<file path="config.mk">
export PLATFORM = sky130hd
export DESIGN_NAME = m65c02_add_seq
export DESIGN_NICKNAME = d
export VERILOG_FILES = /design/src/rtl/m65c02_add_seq.sv
export SDC_FILE = /design/constraint.sdc
export NUM_CORES = 1
export LEC_CHECK = 0
export CAP_MARGIN = 10
export CORE_MARGIN = 4
export CORE_UTILIZATION = 39
export DETAILED_ROUTE_END_ITERATION = 7
export PLACE_DENSITY = 0.74
export SLEW_MARGIN = 20
export SYNTH_ARGS = -nofsm -noshare
export SYNTH_HDL_FRONTEND = slang
export SYNTH_SLANG_ARGS = --single-unit
</file>
<file path="constraint.sdc">
create_clock -name i_clk -period 1.5 [get_ports i_clk]
set_input_delay 0.225 -clock i_clk [delete_from_list [all_inputs] [get_ports i_clk]]
set_output_delay 0.225 -clock i_clk [all_outputs]
set_load 0.05 [all_outputs]
</file>
<file path="src/rtl/m65c02_add_seq.sv">
// Multi-byte ADC/SBC sequencer that owns the M65C02 binary/BCD adder, streaming byte pairs LSB-first.
// Optional zero-result flag output o_zo is enabled by defining ADD_SEQ_ZFLAG_EN.
module m65c02_add_seq #(
  parameter int unsigned CNT_W = 4
) (
  input  logic             i_clk,
  input  logic             i_rst,
  input  logic             i_cmd_vld,
  output logic             o_cmd_rdy,
  input  logic             i_cmd_op,
  input  logic             i_cmd_d,
  input  logic             i_cmd_ci,
  input  logic [CNT_W-1:0] i_cmd_len,
  input  logic             i_in_vld,
  output logic             o_in_rdy,
  input  logic [7:0]       i_in_q,
  input  logic [7:0]       i_in_r,
  output logic             o_res_vld,
  output logic [7:0]       o_res_d,
  output logic             o_res_last,
  output logic             o_done,
  output logic             o_co,
  output logic             o_vo,
`ifdef ADD_SEQ_ZFLAG_EN
  output logic             o_zo,
`endif
  output logic             o_busy,
  output logic             o_en_au,
  output logic             o_en_du,
  output logic             o_op,
  output logic [7:0]       o_q,
  output logic [7:0]       o_r,
  output logic             o_ci,
  input  logic [8:0]       i_add_out,
  input  logic             i_add_ov,
  input  logic             i_add_val
);

  typedef enum logic [2:0] {StIdle, StBin, StDecA, StDecB, StFin} state_e;

  state_e           r_state, w_state_nxt;
  logic             r_op;
  logic [CNT_W-1:0] r_len, r_cnt;
  logic             r_carry, r_v;
  logic [7:0]       r_q_hold, r_r_hold, r_res_d;
  logic             r_res_vld, r_res_last;
  logic             w_cmd_acc, w_byte_done, w_last;

  assign w_cmd_acc   = (r_state == StIdle) & i_cmd_vld;
  assign w_last      = (r_cnt == r_len);
  // BCD carry resolves only in the second adder cycle, so DECB always completes a byte.
  assign w_byte_done = ((r_state == StBin) & i_in_vld) | (r_state == StDecB);

  always_comb begin
    w_state_nxt = r_state;
    o_cmd_rdy   = 1'b0;
    o_in_rdy    = 1'b0;
    o_done      = 1'b0;
    o_en_au     = 1'b0;
    o_en_du     = 1'b0;
    o_q         = '0;
    o_r         = '0;
    o_ci        = 1'b0;
    case (r_state)
      StIdle: begin
        o_cmd_rdy = 1'b1;
        if (i_cmd_vld) w_state_nxt = i_cmd_d ? StDecA : StBin;
      end
      StBin: begin
        o_in_rdy = 1'b1;
        if (i_in_vld) begin
          o_en_au = 1'b1;
          o_q     = i_in_q;
          o_r     = i_in_r;
          o_ci    = r_carry;
          if (w_last) w_state_nxt = StFin;
        end
      end
      StDecA: begin
        o_in_rdy = 1'b1;
        if (i_in_vld) begin
          o_en_du     = 1'b1;
          o_q         = i_in_q;
          o_r         = i_in_r;
          o_ci        = r_carry;
          w_state_nxt = StDecB;
        end
      end
      StDecB: begin
        // Dropping En_DU here would clear the adder's decimal pipeline.
        o_en_du     = 1'b1;
        o_q         = r_q_hold;
        o_r         = r_r_hold;
        o_ci        = r_carry;
        w_state_nxt = w_last ? StFin : StDecA;
      end
      StFin: begin
        o_done      = 1'b1;
        w_state_nxt = StIdle;
      end
      default: w_state_nxt = StIdle;
    endcase
  end

  always_ff @(posedge i_clk or posedge i_rst) begin
    if (i_rst) begin
      r_state    <= StIdle;
      r_op       <= 1'b0;
      r_len      <= '0;
      r_cnt      <= '0;
      r_carry    <= 1'b0;
      r_v        <= 1'b0;
      r_q_hold   <= '0;
      r_r_hold   <= '0;
      r_res_d    <= '0;
      r_res_vld  <= 1'b0;
      r_res_last <= 1'b0;
    end else begin
      r_state    <= w_state_nxt;
      r_res_vld  <= w_byte_done;
      r_res_last <= w_byte_done & w_last;
      if (w_cmd_acc) begin
        r_op    <= i_cmd_op;
        r_len   <= i_cmd_len;
        r_carry <= i_cmd_ci;
        r_cnt   <= '0;
      end
      if ((r_state == StDecA) & i_in_vld) begin
        r_q_hold <= i_in_q;
        r_r_hold <= i_in_r;
      end
      if (w_byte_done) begin
        r_res_d <= i_add_out[7:0];
        r_carry <= i_add_out[8];
        r_v     <= i_add_ov;
        r_cnt   <= r_cnt + 1'b1;
      end
    end
  end

`ifdef ADD_SEQ_ZFLAG_EN
  logic r_zero;

  always_ff @(posedge i_clk or posedge i_rst) begin
    if (i_rst) begin
      r_zero <= 1'b0;
    end else if (w_cmd_acc) begin
      r_zero <= 1'b1;
    end else if (w_byte_done) begin
      r_zero <= r_zero & (i_add_out[7:0] == 8'h00);
    end
  end

  assign o_zo = r_zero;
`endif

  assign o_res_vld  = r_res_vld;
  assign o_res_d    = r_res_d;
  assign o_res_last = r_res_last;
  assign o_co       = r_carry;
  assign o_vo       = r_v;
  assign o_busy     = (r_state != StIdle);
  assign o_op       = r_op;

  a_dec_val: assert property (@(posedge i_clk) disable iff (i_rst)
    (r_state == StDecB) |-> i_add_val);
  a_en_excl: assert property (@(posedge i_clk) disable iff (i_rst) !(o_en_au && o_en_du));

endmodule

</file>
==> flow_summary.json <==
{
  "detailedRoute.firstIterationViolations": 77,
  "worst_slack_ns": -0.3804,
  "final-instance-count-excl-fill": 333,
  "grt_remaining_overflow": 0,
  "grt_antenna_before_repair": 0,
  "final_layout_size_suffix_gt1_frac": 0.5789,
  "worstSetupEndpointType": "output port",
  "start_util": 0.4053,
  "synth_compound_area_frac": 0.1351,
  "global_route.usage.total": 0.1817,
  "arrival_time_of_the_worst_setup_path_ns": 1.66,
  "setup-violations-final": 47,
  "register_bit_total_from_synthesis": 40,
  "ant_nets": 0,
  "timing.final.crit_share": 1.254,
  "drt_wl_total_mm": 5.654,
  "drt_pass1_iterations": 4,
  "syn_area_mm2": 0.001927,
  "synth_xor_xnor_area_share": 0.02727,
  "synthSimpleGateAreaFrac": 0.1208,
  "gp_routability_congestion": 0.7643,
  "fin_setup_tns_ns": -12.11,
  "netlist-cell-type-count": 39,
  "final_util": 0.7863,
  "num_io_pins": 74,
  "slew_viol_final": 0,
  "route.vias.total": 1665,
  "place.port_buffers": 72,
  "area_occupied_by_multi_input_gates_mm2": 0.001167,
  "timing_worst_slew_pin_value_ns": 0.2656,
  "synth.yosys.warnings": 0,
  "core_area_mm2": 0.004755,
  "post_cts_hold_buffer_count": 0,
  "yosysMostFrequentCell": "dfrtp_1",
  "finish.net_count": 304,
  "clock-root-buffer": "clkbuf_8",
  "grt_max_degree": 41,
  "filler_cell_count": 290,
  "clk_pin_slew_worst_paths_ns": 0.08,
  "maxClockFrequency_mhz": 531.8,
  "num_rows": 25,
  "synth_top_cell_by_area": "dfrtp_1",
  "floorplan.die.height_um": 78.29,
  "timing_worst_setup_path_type": "reg -> out",
  "run_status": "complete, but fails checks",
  "cts_tree": "yes",
  "worst_setup_path_start_kind": "flop",
  "syn-instance-count": 155,
  "number_of_buffers_created_by_cts": 5,
  "critPathRequiredTime_ns": 1.27,
  "die_area_mm2": 0.006129,
  "commonest_cells_post_synth": "dfrtp_1 (40), mux2_2 (25), a22o_1 (16), nand2_1 (15), xor2_1 (5)",
  "violations": "negative setup slack",
  "die-width_um": 78.29,
  "synth.top_cell.area_share": 0.5195,
  "synthTopCellsByArea": "dfrtp_1 (52%), mux2_2 (15%), a22o_1 (7.3%)",
  "synth_top_family_by_area": "multiplexers",
  "total_leakage_power_nw": 1.702,
  "postSynth.asyncResetShare": 1.000,
  "post-route-min-period_ns": 1.880,
  "inserted_diodes": 0,
  "cts_sinks": 40,
  "timing.final.hold_violations": 0,
  "clockBufferDepth": 2,
  "place_ws_ns": -0.2784,
  "place.detailed.instances": 314,
  "muxShareOfSynthArea": 0.1461,
  "syn-num-nets": 194,
  "peakVddDrop_v": 0.001673,
  "synth_enable_flop_cells": 0,
  "ys_seq_area_frac": 0.5195,
  "p_per_area_mw_per_mm2": 2768,
  "critPathMaxFanout": 17,
  "worstHoldPathType": "in -> async",
  "routed_via_density": 5.000,
  "area_growth_pct": 94.03,
  "cts_htree_levels": 2,
  "rsz0062_at_grt": "true",
  "timing.max_cap.violations": 0,
  "timing.clock.skew_ns": 0.006548,
  "slew_headroom": 0.8230,
  "dr_wl_cell_um": 16.98,
  "first_global_vias": 1731,
  "finalPower_mw": 10.35,
  "syn_area_per_cell_um2": 12.43,
  "grt_first_pass_wirelength_mm": 8.783,
  "seqCellArea_mm2": 0.001003,
  "remaining_drc_errors": 0,
  "dp_hpwl_mm": 3.621,
  "worst_skew_pair.late_latency_ns": 0.29,
  "synth_adder_area_share": 0.006494,
  "synth-main-ff-cell": "dfrtp_1"
}
layout make-up:
| cell class | count | area share |
|---|---|---|
| clock inverters | 2 | 0.004016 |
| clock buffers | 6 | 0.02209 |
| multi-input cells | 102 | 0.3122 |
| inverters | 4 | 0.004016 |
| repair buffers | 112 | 0.3668 |
| well taps | 67 | 0.02242 |
| flip-flops and latches | 40 | 0.2684 |
timing repair:
action                     CTS  global route
gates cloned                 1             1
setup endpoints to repair   43            59
pin swaps                   10            17
setup buffers                6             6
gates resized for setup     44            18
critical path, stage by stage (launching register included):
cell,delay (ns)
dfrtp_1,0.40
buf_6,0.13
nand2b_4,0.16
buf_6,0.13
nor2_4,0.09
buf_12,0.18
a22o_4,0.15
buf_12,0.13
flip-flops by register name (all words and copies together) (netlist names):
register and cells:
r_state 3, r_q_hold 8, r_cnt 4, o_vo 1, o_co 1, o_res_vld 1
r_r_hold 8, o_res_d 8, o_res_last 1, o_op 1, r_len 4
worst paths after layout:
kind	depth (start not counted)	slack [ns]	from	endpoint
min in group i_clk	3	0.46	i_cmd_len[2]	r_len[2]$_DFFE_PP0P_
worst min register to register	2	0.49	o_op$_DFFE_PP0P_	o_op$_DFFE_PP0P_
worst max-delay path	7	-0.38	r_state[2]$_DFFE_PP0P_	o_r[5]
worst min-delay path	3	0.28	i_rst	r_r_hold[5]$_DFFE_PP0P_
max in group asynchronous	3	0.99	i_rst	r_state[0]$_DFFE_PP0P_
worst max register to register	6	-0.28	r_state[0]$_DFFE_PP0P_	o_co$_DFFE_PP0P_
metrics by stage:
step / hold WS (ns) / instance area [µm²]
after global placement: 0.4661 / 3323
after floorplan: 0.3304 / 2155
after detailed placement: 0.4671 / 3323
after CTS: 0.2995 / 3656
after global routing: 0.3006 / 3739
final: 0.2834 / 3739
cell families after synthesis:
logic type               after synthesis
flip-flops                            40
AND/OR/NAND/NOR                       38
AO/OA/AOI/OAI                         32
multiplexers                          25
buffers and inverters                 13
XOR/XNOR                               6
adder cells (fa/ha/maj)                1
layer usage:
layer | wire, µm | vias to the layer above | global-route usage
met4 | 16 | 0 | 0.02622
li1 | - | 780 | -
met3 | 299 | 2 | 0.04014
met1 | 2393 | 821 | 0.2432
met5 | 0 | - | 0
met2 | 2944 | 62 | 0.3091
report_power, final:
| part | total [mW] | leakage, nW | internal (mW) | switching, mW |
|---|---|---|---|---|
| Combinational | 7.53 | 1.18 | 3.91 | 3.62 |
| Sequential | 2.07 | 0.482 | 1.61 | 0.457 |
| Clock | 0.756 | 0.0434 | 0.372 | 0.383 |
placed cells by master, fill, tap and decap left out, types with 5 or more instances in the layout:
| cell | netlist | routed |
|---|---|---|
| a22o_4 | 0 | 16 |
| buf_12 | 0 | 27 |
| buf_4 | 3 | 27 |
| buf_6 | 3 | 20 |
| clkbuf_8 | 0 | 6 |
| clkdlybuf4s50_1 | 0 | 36 |
| dfrtp_1 | 40 | 38 |
| mux2_2 | 25 | 8 |
| mux2_4 | 0 | 17 |
| nand2_1 | 15 | 10 |
| nand2_2 | 0 | 5 |
| xor2_1 | 5 | 5 |
Note: power is estimated with default switching activity, not from simulation.
